[src/rtl/spram_boot_sequencer.sv]
// rtl/spram_boot_sequencer.sv - loads two flash images into the SPRAM banks, then releases the SoC
// SPRAM ports are granted to the loader only while their image is streaming in.
module spram_boot_sequencer #(
   parameter int          ADDR_W      = 14,
   parameter logic [23:0] IMG0_ADDR   = 24'h030000,
   parameter logic [23:0] IMG1_ADDR   = 24'h050000,
   parameter logic [31:0] TERM_WORD   = 32'hFFFF_FFFF,
   parameter int          WAIT_CYCLES = 13
) (
   input  logic              clk_i,
   input  logic              rstn_i,
   input  logic              ip_done_i,
   output logic              fill_o,
   output logic              fifo_rstn_o,
   output logic [23:0]       flash_addr_o,
   input  logic              spi_we_i,
   input  logic [31:0]       spi_din_i,
   input  logic [ADDR_W-1:0] soc0_addr_i,
   input  logic [31:0]       soc0_din_i,
   input  logic              soc0_we_i,
   input  logic [3:0]        soc0_maskwe_i,
   input  logic              soc0_re_i,
   output logic              soc0_read_valid_o,
   output logic              soc0_write_done_o,
   input  logic [ADDR_W-1:0] soc1_addr_i,
   input  logic [31:0]       soc1_din_i,
   input  logic              soc1_we_i,
   input  logic [3:0]        soc1_maskwe_i,
   input  logic              soc1_re_i,
   output logic              soc1_read_valid_o,
   output logic              soc1_write_done_o,
   output logic [ADDR_W-1:0] ram0_addr_o,
   output logic [31:0]       ram0_din_o,
   output logic              ram0_we_o,
   output logic [3:0]        ram0_maskwe_o,
   output logic [ADDR_W-1:0] ram1_addr_o,
   output logic [31:0]       ram1_din_o,
   output logic              ram1_we_o,
   output logic [3:0]        ram1_maskwe_o,
   output logic              soc_rstn_o,
   output logic              load_done_o,
   output logic              overflow_o
);

   localparam int CNT_W = $clog2(WAIT_CYCLES + 1);

   typedef enum logic [1:0] {LOAD0, GAP, LOAD1, DONE} state_t;

   state_t            state, state_nx;
   logic [ADDR_W-1:0] wr_addr, wr_addr_nx;
   logic [CNT_W-1:0]  gap_cnt, gap_cnt_nx;
   logic              ovf_set;
   logic              is_term;
   logic              load_we;

   assign is_term = (spi_din_i == TERM_WORD);
   assign load_we = spi_we_i && !is_term;

   always_comb begin
      state_nx   = state;
      wr_addr_nx = wr_addr;
      gap_cnt_nx = gap_cnt;
      ovf_set    = 1'b0;
      case (state)
         LOAD0, LOAD1: begin
            if (spi_we_i) begin
               // The last bank word is still written; running out of space acts like a terminator.
               if (is_term || (&wr_addr)) begin
                  state_nx   = (state == LOAD0) ? GAP : DONE;
                  wr_addr_nx = '0;
                  ovf_set    = !is_term;
               end else begin
                  wr_addr_nx = wr_addr + 1'b1;
               end
            end
         end
         GAP: begin
            if (gap_cnt == CNT_W'(WAIT_CYCLES - 1)) begin
               state_nx   = LOAD1;
               gap_cnt_nx = '0;
            end else begin
               gap_cnt_nx = gap_cnt + 1'b1;
            end
         end
         DONE:    state_nx = DONE;
         default: state_nx = LOAD0;
      endcase
   end

   always_ff @(posedge clk_i or negedge rstn_i) begin
      if (!rstn_i) begin
         state             <= LOAD0;
         wr_addr           <= '0;
         gap_cnt           <= '0;
         fill_o            <= 1'b0;
         fifo_rstn_o       <= 1'b1;
         load_done_o       <= 1'b0;
         soc_rstn_o        <= 1'b0;
         overflow_o        <= 1'b0;
         soc0_read_valid_o <= 1'b0;
         soc1_read_valid_o <= 1'b0;
      end else begin
         state             <= state_nx;
         wr_addr           <= wr_addr_nx;
         gap_cnt           <= gap_cnt_nx;
         // Status outputs are registered from the next state so they line up with the state itself.
         fill_o            <= (state_nx == LOAD0) || (state_nx == LOAD1);
         fifo_rstn_o       <= (state_nx != GAP);
         load_done_o       <= (state_nx == DONE);
         soc_rstn_o        <= soc_rstn_o || ((state == DONE) && ip_done_i);
         overflow_o        <= overflow_o || ovf_set;
         soc0_read_valid_o <= soc0_re_i;
         soc1_read_valid_o <= soc1_re_i;
      end
   end

   assign flash_addr_o      = (state == LOAD0) ? IMG0_ADDR : IMG1_ADDR;
   assign soc0_write_done_o = soc0_we_i;
   assign soc1_write_done_o = soc1_we_i;

   always_comb begin
      ram0_addr_o   = soc0_addr_i;
      ram0_din_o    = soc0_din_i;
      ram0_we_o     = soc0_we_i;
      ram0_maskwe_o = soc0_maskwe_i;
      if (state == LOAD0) begin
         ram0_addr_o   = wr_addr;
         ram0_din_o    = spi_din_i;
         ram0_we_o     = load_we;
         ram0_maskwe_o = 4'b1111;
      end
   end

   always_comb begin
      ram1_addr_o   = soc1_addr_i;
      ram1_din_o    = soc1_din_i;
      ram1_we_o     = soc1_we_i;
      ram1_maskwe_o = soc1_maskwe_i;
      if (state == LOAD1) begin
         ram1_addr_o   = wr_addr;
         ram1_din_o    = spi_din_i;
         ram1_we_o     = load_we;
         ram1_maskwe_o = 4'b1111;
      end
   end

endmodule
[config.mk]
export PLATFORM = sky130hd
export DESIGN_NAME = spram_boot_sequencer
export DESIGN_NICKNAME = d
export VERILOG_FILES = /design/src/rtl/spram_boot_sequencer.sv
export SDC_FILE = /design/constraint.sdc
export NUM_CORES = 1
export LEC_CHECK = 0
export BUFFER_PORTS_ARGS = -buffer_cell sky130_fd_sc_hd__buf_2
export CAP_MARGIN = 40
export CORE_AREA = 2 2 107 109
export CTS_BUF_LIST = sky130_fd_sc_hd__clkbuf_4 sky130_fd_sc_hd__clkbuf_8
export CTS_CLUSTER_SIZE = 14
export DETAILED_ROUTE_END_ITERATION = 8
export DIE_AREA = 0 0 109 111
export SLEW_MARGIN = 0
export SYNTH_ARGS = -nofsm -noshare
export SYNTH_HDL_FRONTEND = slang
export SYNTH_SLANG_ARGS = --single-unit
export TNS_END_PERCENT = 5
[constraint.sdc]
create_clock -name clk_i -period 2 [get_ports clk_i]
set_input_delay 0.2 -clock clk_i [delete_from_list [all_inputs] [get_ports clk_i]]
set_output_delay 0.2 -clock clk_i [all_outputs]
set_load 0.02 [all_outputs]
==> results.json, run 1 <==
{
  "fin_skew_ns": 0.002753,
  "setup_violations": 0,
  "gp_congestion": 0.8932,
  "grt_pass1_vias": 3198,
  "ys_ff_latch": 27,
  "ir_drop_uv": 346.2,
  "synth_edf_count": 0,
  "required_ns": 1.80,
  "grt_pass1_wl_mm": 17.42,
  "tightest_slew_ns": 0.6093,
  "grt_start_max_net_pins": 38,
  "htreeDepth": 1,
  "cp-start-kind": "register",
  "synth_warnings": 0,
  "drtIter0Drc": 85,
  "initial_core_util": 0.2487,
  "outcome": "finished, final reports clean",
  "clkSinkCount": 27,
  "antenna_found_initial": 2,
  "period_share": 0.9538,
  "min_to": "soc1_read_valid_o",
  "cap_violations": 0,
  "r2r-start": "wr_addr[6]",
  "die_w_um": 109,
  "dp_hpwl_mm": 9.864,
  "multiInputGateArea_um2": 1881,
  "tns_ns": 0,
  "grt_usage": 0.1859,
  "die_h_um": 111,
  "insertion_delay_ns": 0.27,
  "cp_cell_sequence": "nand2b_2 -> buf_12 -> mux2_2 -> buf_2",
  "slew_headroom": 0.5938,
  "slowest_delay_ns": 0.44,
  "wl_mm": 11.62,
  "ant_nets": 0,
  "max_freq_mhz": 524.2,
  "fp.dieArea_um2": 12100,
  "critical_path_class": "reg2out",
  "dpl_worst_slack_ns": -0.02217,
  "wire_per_inst_um": 17.01,
  "clockBufferDepth": 2,
  "worst_r2r_path_depth": 5,
  "vias": 3117,
  "drive_gt1_frac": 0.6976,
  "p_total_mw": 2.048,
  "ys_types": 46,
  "fillCellCount": 1169,
  "nNetsFinal": 683,
  "period_needed_ns": 1.908,
  "synthTopCellsByCount": "mux2_2 (88), dfrtp_1 (26), buf_4 (24)",
  "io_pins": 275,
  "synth_top_area_frac": 0.3597,
  "cts_tree": "built",
  "hp-class": "in2reg",
  "whs_path_depth": 1,
  "async_flop_share": 1.000,
  "final_cells": 683,
  "numCtsBuffers": 3,
  "critPathSlowestCell": "dfrtp_1",
  "remaining_drc_errors": 0,
  "crit_fanout": 37,
  "yosys.cell_count.top_type": "mux2_2",
  "cts_setup_buffers": 0,
  "p_leak_nw": 2.232,
  "via_per_inst": 4.564,
  "regArea_um2": 678.2,
  "drv_slew": 0,
  "dp_cells": 677,
  "clk_pin_slew_ns": 0.09,
  "reg2reg_to": "wr_addr[11]",
  "syn_to_final_growth_pct": 53.77,
  "end_kind": "primary output",
  "hp-start": "soc1_re_i",
  "cts-root-buf": "clkbuf_8",
  "ys_seq_area_frac": 0.2457,
  "finalWorstSetupSlack_ns": 0.09232,
  "core_area_um2": 11080,
  "io_buffers": 252,
  "rsz0062_at_grt": "no",
  "synthFlopType": "dfrtp_1",
  "arrival_ns": 1.71,
  "synth.largest_area_cell": "mux2_2",
  "synthCells": 287,
  "rrSetupSlack_ns": 0.25,
  "synth_area_leaders": "mux2_2 (36%), dfrtp_1 (24%), buf_4 (6.5%)",
  "rows": 39,
  "first_pass_iters": 4,
  "grt-ovfl-total": 0,
  "avgSynthCellArea_um2": 9.600,
  "pwr_density_cell_nw_per_um2": 483.4,
  "hold_slack_ns": 0.02889,
  "hold_viol_final": 0,
  "syn_area_um2": 2755
}
-- worst max-delay path: cells and delay by family (launching register included) --
kind                   cells  cell delay, ns
muxes                      1            0.38
and+or+nand+nor            1            0.20
buffers and inverters      2            0.38
DFF                        1            0.44
-- state kept, by name, indices dropped and copies added, names as in the netlist --
signal             count
fifo_rstn_o            1
fill_o                 1
gap_cnt                4
load_done_o            1
overflow_o             1
soc0_read_valid_o      1
soc1_read_valid_o      1
soc_rstn_o             1
state                  2
wr_addr               14
-- kinds of logic after synthesis --
| family | Yosys count | share of synthesized area |
|---|---|---|
| other | 2 | 0.002726 |
| AO/OA/AOI/OAI | 44 | 0.1004 |
| XOR/XNOR | 7 | 0.02225 |
| AND/OR/NAND/NOR | 70 | 0.1530 |
| multiplexers | 88 | 0.3597 |
| adder cells (fa/ha/maj) | 3 | 0.01363 |
| flip-flops | 27 | 0.2457 |
| buffers and inverters | 46 | 0.1026 |
-- power breakdown --
group | internal, mW | leakage (nW) | switching [mW]
logic | 0.444 | 1.86 | 0.586
registers | 0.618 | 0.344 | 0.0701
clock network | 0.157 | 0.0262 | 0.174
total | 1.22 | 2.23 | 0.830
-- cell usage in the layout, fill, tap and decap left out, drive strengths merged --
cell type / count
a21o: 3
nand4: 12
clkbuf: 4
o31ai: 3
nor3: 1
and2: 2
nand3: 3
a21oi: 11
nor4: 3
nand3b: 1
xor2: 4
or3: 2
nor2: 2
a22oi: 5
a31oi: 2
or2: 5
dlygate4sd3: 1
and3: 2
o41ai: 1
and4b: 1
buf: 267
o21a: 1
and4: 1
o21ai: 17
inv: 6
dfstp: 1
ha: 3
nand2b: 9
or4: 6
xnor2: 3
a31o: 1
nand2: 17
conb: 22
nor2b: 2
dfrtp: 26
nand4b: 1
mux2: 88
diode: 1
-- worst max path at each step --
stage	startpoint	endpoint	slack, ns	cells after the start
3_5_place_dp	spi_din_i[30]	ram1_we_o	-0.02	6
5_1_grt	state[0]	ram1_din_o[0]	0.006	4
4_1_cts	state[1]	ram0_din_o[30]	0.05	4
3_3_place_gp	spi_din_i[30]	ram1_we_o	-0.03	6
2_1_floorplan	state[1]	ram0_addr_o[10]	-0.06	4
6_report	state[0]	ram1_din_o[0]	0.09	4
-- timing repair --
action                                  4_1_cts  5_1_grt
endpoints found under the setup margin        1        7
gates resized for setup                       1        2
pin swaps                                     0        0
endpoints found under the hold margin        26        0
hold buffers                                  1        0
-- stage by stage --
step / util / cell area [um2]
after global placement: 0.3765 / 4170
after detailed placement: 0.3765 / 4170
after CTS: 0.3818 / 4229
final: 0.3825 / 4237
after global routing: 0.3822 / 4234
after floorplan: - / 2830
-- metal layers --
| metal | track usage | vias to the layer above | part of all wire |
|---|---|---|---|
| li1 | - | 1519 | - |
| met1 | 0.2290 | 1443 | 0.41 |
| met2 | 0.3391 | 140 | 0.51 |
| met3 | 0.03527 | 11 | 0.073 |
| met4 | 0.02308 | 4 | 0.0049 |
| met5 | 0 | - | 0.0023 |
-- final cells by class --
cell class	instances	area share
diodes	1	0.0005907
clock buffers	4	0.01152
inverters	6	0.005316
multi-input cells	234	0.4439
flip-flops and latches	27	0.1601
well taps	143	0.04223
repair buffers	268	0.3364
(Power assumes the default switching activity.)
==> run 2: changes to the inputs <==
--- a/config.mk
+++ b/config.mk
@@ -5,13 +5,13 @@
 export SDC_FILE = /design/constraint.sdc
 export NUM_CORES = 1
 export LEC_CHECK = 0
-export BUFFER_PORTS_ARGS = -buffer_cell sky130_fd_sc_hd__buf_2
-export CAP_MARGIN = 40
-export CORE_AREA = 2 2 107 109
+export CAP_MARGIN = 20
+export CORE_AREA = 2 2 106 108
 export CTS_BUF_LIST = sky130_fd_sc_hd__clkbuf_4 sky130_fd_sc_hd__clkbuf_8
 export CTS_CLUSTER_SIZE = 14
 export DETAILED_ROUTE_END_ITERATION = 8
-export DIE_AREA = 0 0 109 111
+export DIE_AREA = 0 0 108 110
+export DONT_BUFFER_PORTS = 1
 export SLEW_MARGIN = 0
 export SYNTH_ARGS = -nofsm -noshare
 export SYNTH_HDL_FRONTEND = slang
==> run 2 against run 1 <==
Compared with the run above: clock power fell by 3%; cell count fell by 35%; fmax fell by 0.49%; clock-buffer cell count did not move; largest power group unchanged.
==> results.json, run 2 (synthesized netlist as in run 1, its figures left out) <==
{
  "outcome": "finished, final reports clean",
  "insertion_delay_ns": 0.27,
  "drv_slew": 0,
  "vias": 2310,
  "top_regs": "wr_addr x14, gap_cnt x4, state x2",
  "cts-root-buf": "clkbuf_8",
  "grt-ovfl-total": 0,
  "period_share": 0.9586,
  "tns_ns": 0,
  "io_buffers": 0,
  "cap_violations": 0,
  "arrival_ns": 1.72,
  "first_pass_iters": 4,
  "gp_congestion": 0.8953,
  "final_common_cell": "mux2_2",
  "htreeDepth": 1,
  "grt_usage": 0.1629,
  "cp-start-kind": "register",
  "ant_nets": 0,
  "most-common-layout-cells": "mux2_2 (88), dfrtp_1 (26), conb_1 (22)",
  "rrSetupSlack_ns": 0.27,
  "drive_gt1_frac": 0.4452,
  "io_pins": 275,
  "core_area_um2": 10700,
  "period_needed_ns": 1.917,
  "antenna_found_initial": 0,
  "crit_fanout": 17,
  "cts_tree": "built",
  "die_h_um": 110,
  "whs_path_depth": 1,
  "hold_viol_final": 0,
  "wire_per_inst_um": 24.76,
  "top_register": "wr_addr",
  "ir_drop_uv": 407.6,
  "rows": 38,
  "required_ns": 1.80,
  "pwr_density_cell_nw_per_um2": 576.7,
  "end_kind": "primary output",
  "die_w_um": 108,
  "r2r-start": "wr_addr[0]",
  "grt_pass1_vias": 2188,
  "largest_reg_flops": 14,
  "n_antenna_cell": 0,
  "dpl_worst_slack_ns": -0.1305,
  "grt_pass1_wl_mm": 14.19,
  "clkSinkCount": 27,
  "setup_violations": 0,
  "worst_r2r_path_depth": 6,
  "remaining_drc_errors": 0,
  "drtIter0Drc": 103,
  "numCtsBuffers": 3,
  "initial_core_util": 0.2575,
  "fp.dieArea_um2": 11880,
  "via_per_inst": 5.238,
  "dp_hpwl_mm": 9.068,
  "finalWorstSetupSlack_ns": 0.08288,
  "fin_util": 0.2904,
  "min_to": "soc_rstn_o",
  "critical_path_class": "reg2out",
  "clk_pin_slew_ns": 0.09,
  "nNetsFinal": 445,
  "syn_to_final_growth_pct": 12.76,
  "wl_mm": 10.92,
  "hp-class": "in2reg",
  "clockBufferDepth": 2,
  "reg2reg_to": "wr_addr[11]",
  "grt_start_max_net_pins": 38,
  "p_leak_nw": 1.314,
  "fin_skew_ns": 0.006066,
  "hp-start": "ip_done_i",
  "max_freq_mhz": 521.6
}
==> run 2: how the worst max path moves through the flow <==
stage,to,from,cells after the start,slack [ns]
2_1_floorplan,ram0_addr_o[10],state[1],4,-0.06
3_3_place_gp,ram1_we_o,spi_din_i[0],5,-0.15
3_5_place_dp,ram1_we_o,spi_din_i[0],5,-0.13
4_1_cts,ram1_we_o,spi_din_i[0],5,0.04
5_1_grt,ram0_addr_o[8],state[1],5,-0.00007
6_report,ram1_din_o[16],state[0],3,0.08
==> run 2: routing by layer <==
metal,part of all wire,vias to the layer above,track usage
met5,0,-,0
met4,0.0080,0,0.02106
met3,0.12,4,0.08172
met2,0.53,128,0.2983
met1,0.34,1136,0.1729
li1,-,1042,-
==> run 2: report_power, final <==
part	internal, mW	switching, mW	leakage, nW
clock	0.156	0.163	0.0262
sequential	0.618	0.0538	0.345
combinational	0.283	0.518	0.942
==> run 2: stage by stage <==
| stage | hold slack [ns] | cells | area, um2 | power, mW |
|---|---|---|---|---|
| floorplan | -0.09559 | 307 | 2830 | 1.307 |
| global placement | -0.09505 | 430 | 2965 | 1.455 |
| detailed placement | -0.09498 | 430 | 2965 | 1.466 |
| CTS | 0.04353 | 439 | 3074 | 1.812 |
| global route | 0.03622 | 441 | 3107 | 1.916 |
| finish | 0.04380 | 441 | 3107 | 1.792 |
==> run 2: repair_timing <==
item,in CTS,in global routing
endpoints found under the hold margin,30,0
pin swaps,0,1
endpoints found under the setup margin,2,1
cloned,0,1
setup buffers,0,1
hold buffers,5,0
gates resized for setup,1,0
==> run 2: critical path: stages, from the launching register on <==
cell      delay [ns]
dfrtp_1         0.50
nand2b_2        0.21
buf_4           0.26
mux2_2          0.47
==> run 2: final cells by class <==
type	instances	area (um2)
clock buffers	4	48.80
fillers	1123	7591
inverters	6	22.52
multi-input cells	234	1881
flip-flops and latches	27	676.9
well taps	140	175.2
repair buffers	30	302.8
